`src/rtl/vga_sync_decoder.sv`:
```
// VGA receive monitor: recovers pixel position, data-enable and frame timing from hs/vs/RGB sampled at pix_ce.
// Outputs register one clock after each pix_ce sample and hold between samples; no backpressure, pulses last one clock.
module vga_sync_decoder #(
    parameter int H_SYNC      = 96,
    parameter int H_BP        = 48,
    parameter int H_ACT       = 640,
    parameter int H_TOTAL     = 800,
    parameter int V_SYNC      = 2,
    parameter int V_BP        = 33,
    parameter int V_ACT       = 480,
    parameter int V_TOTAL     = 525,
    parameter int LOCK_FRAMES = 2
) (
    input  logic       CLK100MHz,
    input  logic       RST,
    input  logic       pix_ce,
    input  logic       vga_hs,
    input  logic       vga_vs,
    input  logic [2:0] vga_r,
    input  logic [2:0] vga_g,
    input  logic [2:0] vga_b,
    output logic [9:0] rx_x,
    output logic [9:0] rx_y,
    output logic       rx_de,
    output logic [2:0] rx_r,
    output logic [2:0] rx_g,
    output logic [2:0] rx_b,
    output logic       locked,
    output logic       end_of_frame,
    output logic       err_h,
    output logic       err_v
);
    localparam int              GW      = $clog2(LOCK_FRAMES + 1);
    localparam logic [9:0]      H_LO    = 10'(H_SYNC + H_BP);
    localparam logic [9:0]      H_HI    = 10'(H_SYNC + H_BP + H_ACT - 1);
    localparam logic [9:0]      V_LO    = 10'(V_SYNC + V_BP);
    localparam logic [9:0]      V_HI    = 10'(V_SYNC + V_BP + V_ACT - 1);
    localparam logic [10:0]     H_TOT   = 11'(H_TOTAL);
    localparam logic [10:0]     V_TOT   = 11'(V_TOTAL);
    localparam logic [GW-1:0]   LOCK_N  = GW'(LOCK_FRAMES);
    localparam logic [9:0]      CNT_MAX = 10'd1023;

    typedef enum logic [1:0] {UNLOCKED, MEASURE, LOCKED} state_t;

    state_t          state_q, state_d;
    logic            hs_prev_q, hs_prev_d;
    logic            vs_prev_q, vs_prev_d;
    logic [9:0]      h_cnt_q, h_cnt_d;
    logic [9:0]      v_cnt_q, v_cnt_d;
    logic [GW-1:0]   good_q, good_d;
    logic            bad_q, bad_d;
    logic [9:0]      rx_x_q, rx_x_d;
    logic [9:0]      rx_y_q, rx_y_d;
    logic            rx_de_q, rx_de_d;
    logic [2:0]      rx_r_q, rx_r_d;
    logic [2:0]      rx_g_q, rx_g_d;
    logic [2:0]      rx_b_q, rx_b_d;
    logic            eof_q, eof_d;
    logic            err_h_q, err_h_d;
    logic            err_v_q, err_v_d;

    logic hs_fall, vs_fall, line_bad, frame_bad, act;

    assign hs_fall   = hs_prev_q & ~vga_hs;
    assign vs_fall   = vs_prev_q & ~vga_vs;
    // A line that ends on the vsync edge still belongs to the frame being closed.
    assign line_bad  = hs_fall && (({1'b0, h_cnt_q} + 11'd1) != H_TOT);
    assign frame_bad = vs_fall && (({1'b0, v_cnt_q} + {10'd0, hs_fall}) != V_TOT);
    assign act       = (state_q == LOCKED) &&
                       (h_cnt_q >= H_LO) && (h_cnt_q <= H_HI) &&
                       (v_cnt_q >= V_LO) && (v_cnt_q <= V_HI);

    always_comb begin
        state_d   = state_q;
        hs_prev_d = hs_prev_q;
        vs_prev_d = vs_prev_q;
        h_cnt_d   = h_cnt_q;
        v_cnt_d   = v_cnt_q;
        good_d    = good_q;
        bad_d     = bad_q;
        rx_x_d    = rx_x_q;
        rx_y_d    = rx_y_q;
        rx_de_d   = rx_de_q;
        rx_r_d    = rx_r_q;
        rx_g_d    = rx_g_q;
        rx_b_d    = rx_b_q;
        eof_d     = 1'b0;
        err_h_d   = 1'b0;
        err_v_d   = 1'b0;

        if (pix_ce) begin
            hs_prev_d = vga_hs;
            vs_prev_d = vga_vs;

            if (hs_fall)                h_cnt_d = 10'd0;
            else if (h_cnt_q != CNT_MAX) h_cnt_d = h_cnt_q + 10'd1;

            if (vs_fall)                           v_cnt_d = 10'd0;
            else if (hs_fall && v_cnt_q != CNT_MAX) v_cnt_d = v_cnt_q + 10'd1;

            case (state_q)
                UNLOCKED: begin
                    if (vs_fall) begin
                        state_d = MEASURE;
                        good_d  = '0;
                        bad_d   = 1'b0;
                    end
                end
                MEASURE: begin
                    if (line_bad) bad_d = 1'b1;
                    if (vs_fall) begin
                        if (!frame_bad && !bad_q && !line_bad) good_d = good_q + GW'(1);
                        else                                   good_d = '0;
                        bad_d = 1'b0;
                        if (good_d == LOCK_N) state_d = LOCKED;
                    end
                end
                LOCKED: begin
                    err_h_d = line_bad;
                    err_v_d = frame_bad;
                    if (line_bad || frame_bad) state_d = UNLOCKED;
                end
                default: state_d = UNLOCKED;
            endcase

            eof_d   = vs_fall && (state_d == LOCKED);
            rx_de_d = act;
            if (act) begin
                rx_x_d = h_cnt_q - H_LO;
                rx_y_d = v_cnt_q - V_LO;
            end
            rx_r_d = act ? vga_r : 3'd0;
            rx_g_d = act ? vga_g : 3'd0;
            rx_b_d = act ? vga_b : 3'd0;
        end
    end

    always_ff @(posedge CLK100MHz or posedge RST) begin
        if (RST) begin
            state_q   <= UNLOCKED;
            hs_prev_q <= 1'b1;
            vs_prev_q <= 1'b1;
            h_cnt_q   <= 10'd0;
            v_cnt_q   <= 10'd0;
            good_q    <= '0;
            bad_q     <= 1'b0;
            rx_x_q    <= 10'd0;
            rx_y_q    <= 10'd0;
            rx_de_q   <= 1'b0;
            rx_r_q    <= 3'd0;
            rx_g_q    <= 3'd0;
            rx_b_q    <= 3'd0;
            eof_q     <= 1'b0;
            err_h_q   <= 1'b0;
            err_v_q   <= 1'b0;
        end else begin
            state_q   <= state_d;
            hs_prev_q <= hs_prev_d;
            vs_prev_q <= vs_prev_d;
            h_cnt_q   <= h_cnt_d;
            v_cnt_q   <= v_cnt_d;
            good_q    <= good_d;
            bad_q     <= bad_d;
            rx_x_q    <= rx_x_d;
            rx_y_q    <= rx_y_d;
            rx_de_q   <= rx_de_d;
            rx_r_q    <= rx_r_d;
            rx_g_q    <= rx_g_d;
            rx_b_q    <= rx_b_d;
            eof_q     <= eof_d;
            err_h_q   <= err_h_d;
            err_v_q   <= err_v_d;
        end
    end

    assign rx_x         = rx_x_q;
    assign rx_y         = rx_y_q;
    assign rx_de        = rx_de_q;
    assign rx_r         = rx_r_q;
    assign rx_g         = rx_g_q;
    assign rx_b         = rx_b_q;
    assign locked       = (state_q == LOCKED);
    assign end_of_frame = eof_q;
    assign err_h        = err_h_q;
    assign err_v        = err_v_q;
endmodule

```
`config.mk`:
```
export PLATFORM = sky130hd
export DESIGN_NAME = vga_sync_decoder
export DESIGN_NICKNAME = d
export VERILOG_FILES = /design/src/rtl/vga_sync_decoder.sv
export SDC_FILE = /design/constraint.sdc
export NUM_CORES = 1
export LEC_CHECK = 0
export CAP_MARGIN = 5
export CORE_MARGIN = 2
export CORE_UTILIZATION = 54
export CTS_CLUSTER_DIAMETER = 60
export CTS_CLUSTER_SIZE = 30
export DETAILED_ROUTE_END_ITERATION = 16
export HOLD_SLACK_MARGIN = 0.1
export PLACE_DENSITY_LB_ADDON = 0.2
export SLEW_MARGIN = 20
export SYNTH_ARGS = -nofsm -noshare
export SYNTH_HDL_FRONTEND = slang
export SYNTH_SLANG_ARGS = --single-unit
```
`constraint.sdc`:
```
create_clock -name CLK100MHz -period 2.39 [get_ports CLK100MHz]
set_input_delay 0.717 -clock CLK100MHz [delete_from_list [all_inputs] [get_ports CLK100MHz]]
set_output_delay 0.717 -clock CLK100MHz [all_outputs]
set_load 0.05 [all_outputs]
```
==> results_dict.tcl <==
set metrics [dict create \
    drive_gt1_frac 0.156 \
    synth.distinct_cells 53 \
    yosys_warnings 0 \
    layout.nets 429 \
    viasPerCell 5.49 \
    io_pins 48 \
    synth_edf_count 0 \
    synthCells 341 \
    htree_num_levels 3 \
    synth-seq-cells 60 \
    crit_path_max_incr_delay_ns 0.81 \
    finalSetupViolations 0 \
    worst_pin_slew_ns 0.512 \
    fin_crit_ns 2.22 \
    cp_top_family "buffers and inverters" \
    grt_pass1_wl_um 12000 \
    path_clk_slew_ns 0.06 \
    async_reset_ff_frac 1.00 \
    hold_buffers 0 \
    diodes 0 \
    dp_hpwl_um 5040 \
    clockRootBuffer "clkbuf_8" \
    drv_cap 0 \
    cp_max_fo 2 \
    crit_chain "clkdlybuf4s50_1" \
    cts-buffers-inserted 9 \
    initial_core_util 0.554 \
    hold_path_class "reg2reg" \
    status "complete, no violations" \
    slew_viol_final 0 \
    grt_pass1_vias 2596 \
    fin_cells 484 \
    avgSynthCellArea_um2 9.57 \
    clock_latency_ns 0.33 \
    die_h_um 81.7 \
    setup_tns_ns 0 \
    fmaxAchievable_mhz 450 \
    core_um2 5890 \
    rows 28 \
    design_area_um2 4100 \
    yosysTopAreaCell "dfrtp_1" \
    final_util 0.696 \
    max-slew-margin-rel 0.658 \
    power.leakage_nw 1.82 \
    rsz0062_at_grt "false" \
    fin_ws_ns 0.170 \
    yosysSeqAreaShare 0.461 \
    die_w_um 81.7 \
    syn_to_final_growth_pct 25.5 \
    arrival_ns 1.50 \
    peakVddDrop_uv 443 \
    cp.buffers_inverters 1 \
    finalCritPeriodShare 0.929 \
    gp_congestion 0.902 \
    pre_cts_ws_ns -0.438 \
    die_area_um2 6680 \
    ys.flop_type "dfrtp_1" \
    antenna_found_initial 0 \
    crit_path_start_kind "flop" \
    drtIter0Drc 169 \
    finalClockSkew_ns 0.00597 \
    ant_nets 0 \
    num_vias 2658 \
    cts_tree "yes" \
    crit_required_ns 1.67 \
    numPortBuffers 47 \
    wirelength_um 7100 \
    power_mw 2.72 \
    synth_nets 365 \
    critPathKind "reg2out" \
    synth_top_area_frac 0.445 \
    cp-end-kind "primary output" \
    slowest_stage "clkdlybuf4s50_1" \
    dpl_cell_area_um2 3910 \
    syn-cell-area_um2 3260 \
    grt_overflow 0 \
    power_density_nw_per_um2 665 \
    first_pass_iters 4 \
    dp.cells 468 \
    cts_sinks 60 \
    synth_area_leaders "dfrtp_1 44%, o21ai_0 5.1%, nand2_1 4.6%" \
    detail_route.wl_per_cell_um 14.7 \
    grt_start_max_net_pins 61 \
    clock_path_buffers 2 \
    timing.hold.ws_ns 0.479 \
    hold_viol 0 \
    drc 0 \
    grt_usage 0.235 \
]
## logic make-up (layout without fill, tap and decap cells)
| group | Yosys count | count (layout) | synth area share |
|---|---|---|---|
| simple gates | 122 | 122 | 0.185 |
| compound gates | 74 | 74 | 0.157 |
| flops | 60 | 60 | 0.461 |
| buf+inv | 43 | 111 | 0.0671 |
| xor+xnor | 24 | 24 | 0.0644 |
| fa+ha+maj | 10 | 10 | 0.0383 |
| mux | 8 | 8 | 0.0268 |
## cells in the final DEF, fill, tap and decap left out, drive strengths merged, types with 10 or more instances in the layout
master,synthesis,final
clkdlybuf4s50,0,45
ha,10,10
buf,17,27
nor2,24,24
o21ai,37,37
clkbuf,3,12
nor3,11,11
inv,22,22
nand2,40,40
xnor2,16,16
dfrtp,58,58
## where the power goes
part / total [mW] / internal (mW) / leakage (nW) / switching, mW
Sequential: 1.28 / 1.14 / 0.798 / 0.148
Clock: 0.741 / 0.366 / 0.0800 / 0.375
Combinational: 0.698 / 0.277 / 0.941 / 0.421
## timing repair
item	4_1_cts	5_1_grt
resized for setup	2	5
pin swaps	1	2
endpoints found under the setup margin	4	9
setup buffers	0	1
## cell usage after synthesis, types with 2 or more instances
| master | n |
|---|---|
| a21oi_1 | 5 |
| buf_4 | 2 |
| and3_1 | 3 |
| xor2_1 | 8 |
| nand3_1 | 9 |
| and2_1 | 3 |
| nor3b_1 | 2 |
| clkbuf_1 | 3 |
| dfrtp_1 | 58 |
| o31ai_1 | 4 |
| o41ai_1 | 4 |
| o2bb2ai_1 | 9 |
| o21ai_0 | 33 |
| or3_1 | 2 |
| xnor2_1 | 16 |
| a31oi_1 | 3 |
| mux2_2 | 6 |
| nor2b_1 | 5 |
| nand4_1 | 7 |
| ha_1 | 10 |
| nor3_1 | 10 |
| nand2_1 | 40 |
| mux2i_1 | 2 |
| buf_2 | 10 |
| a31o_2 | 2 |
| nand2b_1 | 7 |
| o21ai_1 | 2 |
| nor2_1 | 24 |
| buf_6 | 5 |
| nor4_1 | 2 |
| inv_1 | 22 |
| dfstp_2 | 2 |
## sequential cells by signal (all words and copies together), names as in the netlist, 2 cells and up
signal / count
good_q: 2
h_cnt_q: 10
rx_b: 3
rx_g: 3
rx_r: 3
rx_x: 10
rx_y: 10
state_q: 2
v_cnt_q: 10
## metal layers
metal	vias up	global-route usage	share of wire
met5	-	0	0
met4	0	0.0833	0.0096
met3	8	0.0604	0.057
met2	69	0.361	0.46
met1	1269	0.322	0.47
li1	1312	-	-
## final cells by class
| cell class | instances | area, µm² |
|---|---|---|
| tap | 75 | 93.8 |
| clock buffer | 12 | 135 |
| inverter | 23 | 87.6 |
| multi-input combinational | 238 | 1570 |
| sequential | 60 | 1510 |
| fill | 488 | 1790 |
| clock inverter | 3 | 15.0 |
| timing repair buffer | 73 | 691 |
## worst paths after layout
kind	start	endpoint	slack [ns]	cells past startpoint
min in group asynchronous	RST	rx_x[3]$_DFFE_PP0P_	0.75	3
max reg2reg	h_cnt_q[5]$_DFFE_PP0P_	rx_y[1]$_DFFE_PP0P_	0.23	9
max	rx_g[1]$_DFFE_PP0P_	rx_g[1]	0.17	1
min reg2reg	rx_y[5]$_DFFE_PP0P_	rx_y[5]$_DFFE_PP0P_	0.48	2
min	rx_y[5]$_DFFE_PP0P_	rx_y[5]$_DFFE_PP0P_	0.48	2
max in group asynchronous	RST	hs_prev_q$_DFFE_PP1P_	1.33	3
Note: power is estimated with default switching activity, not from simulation.
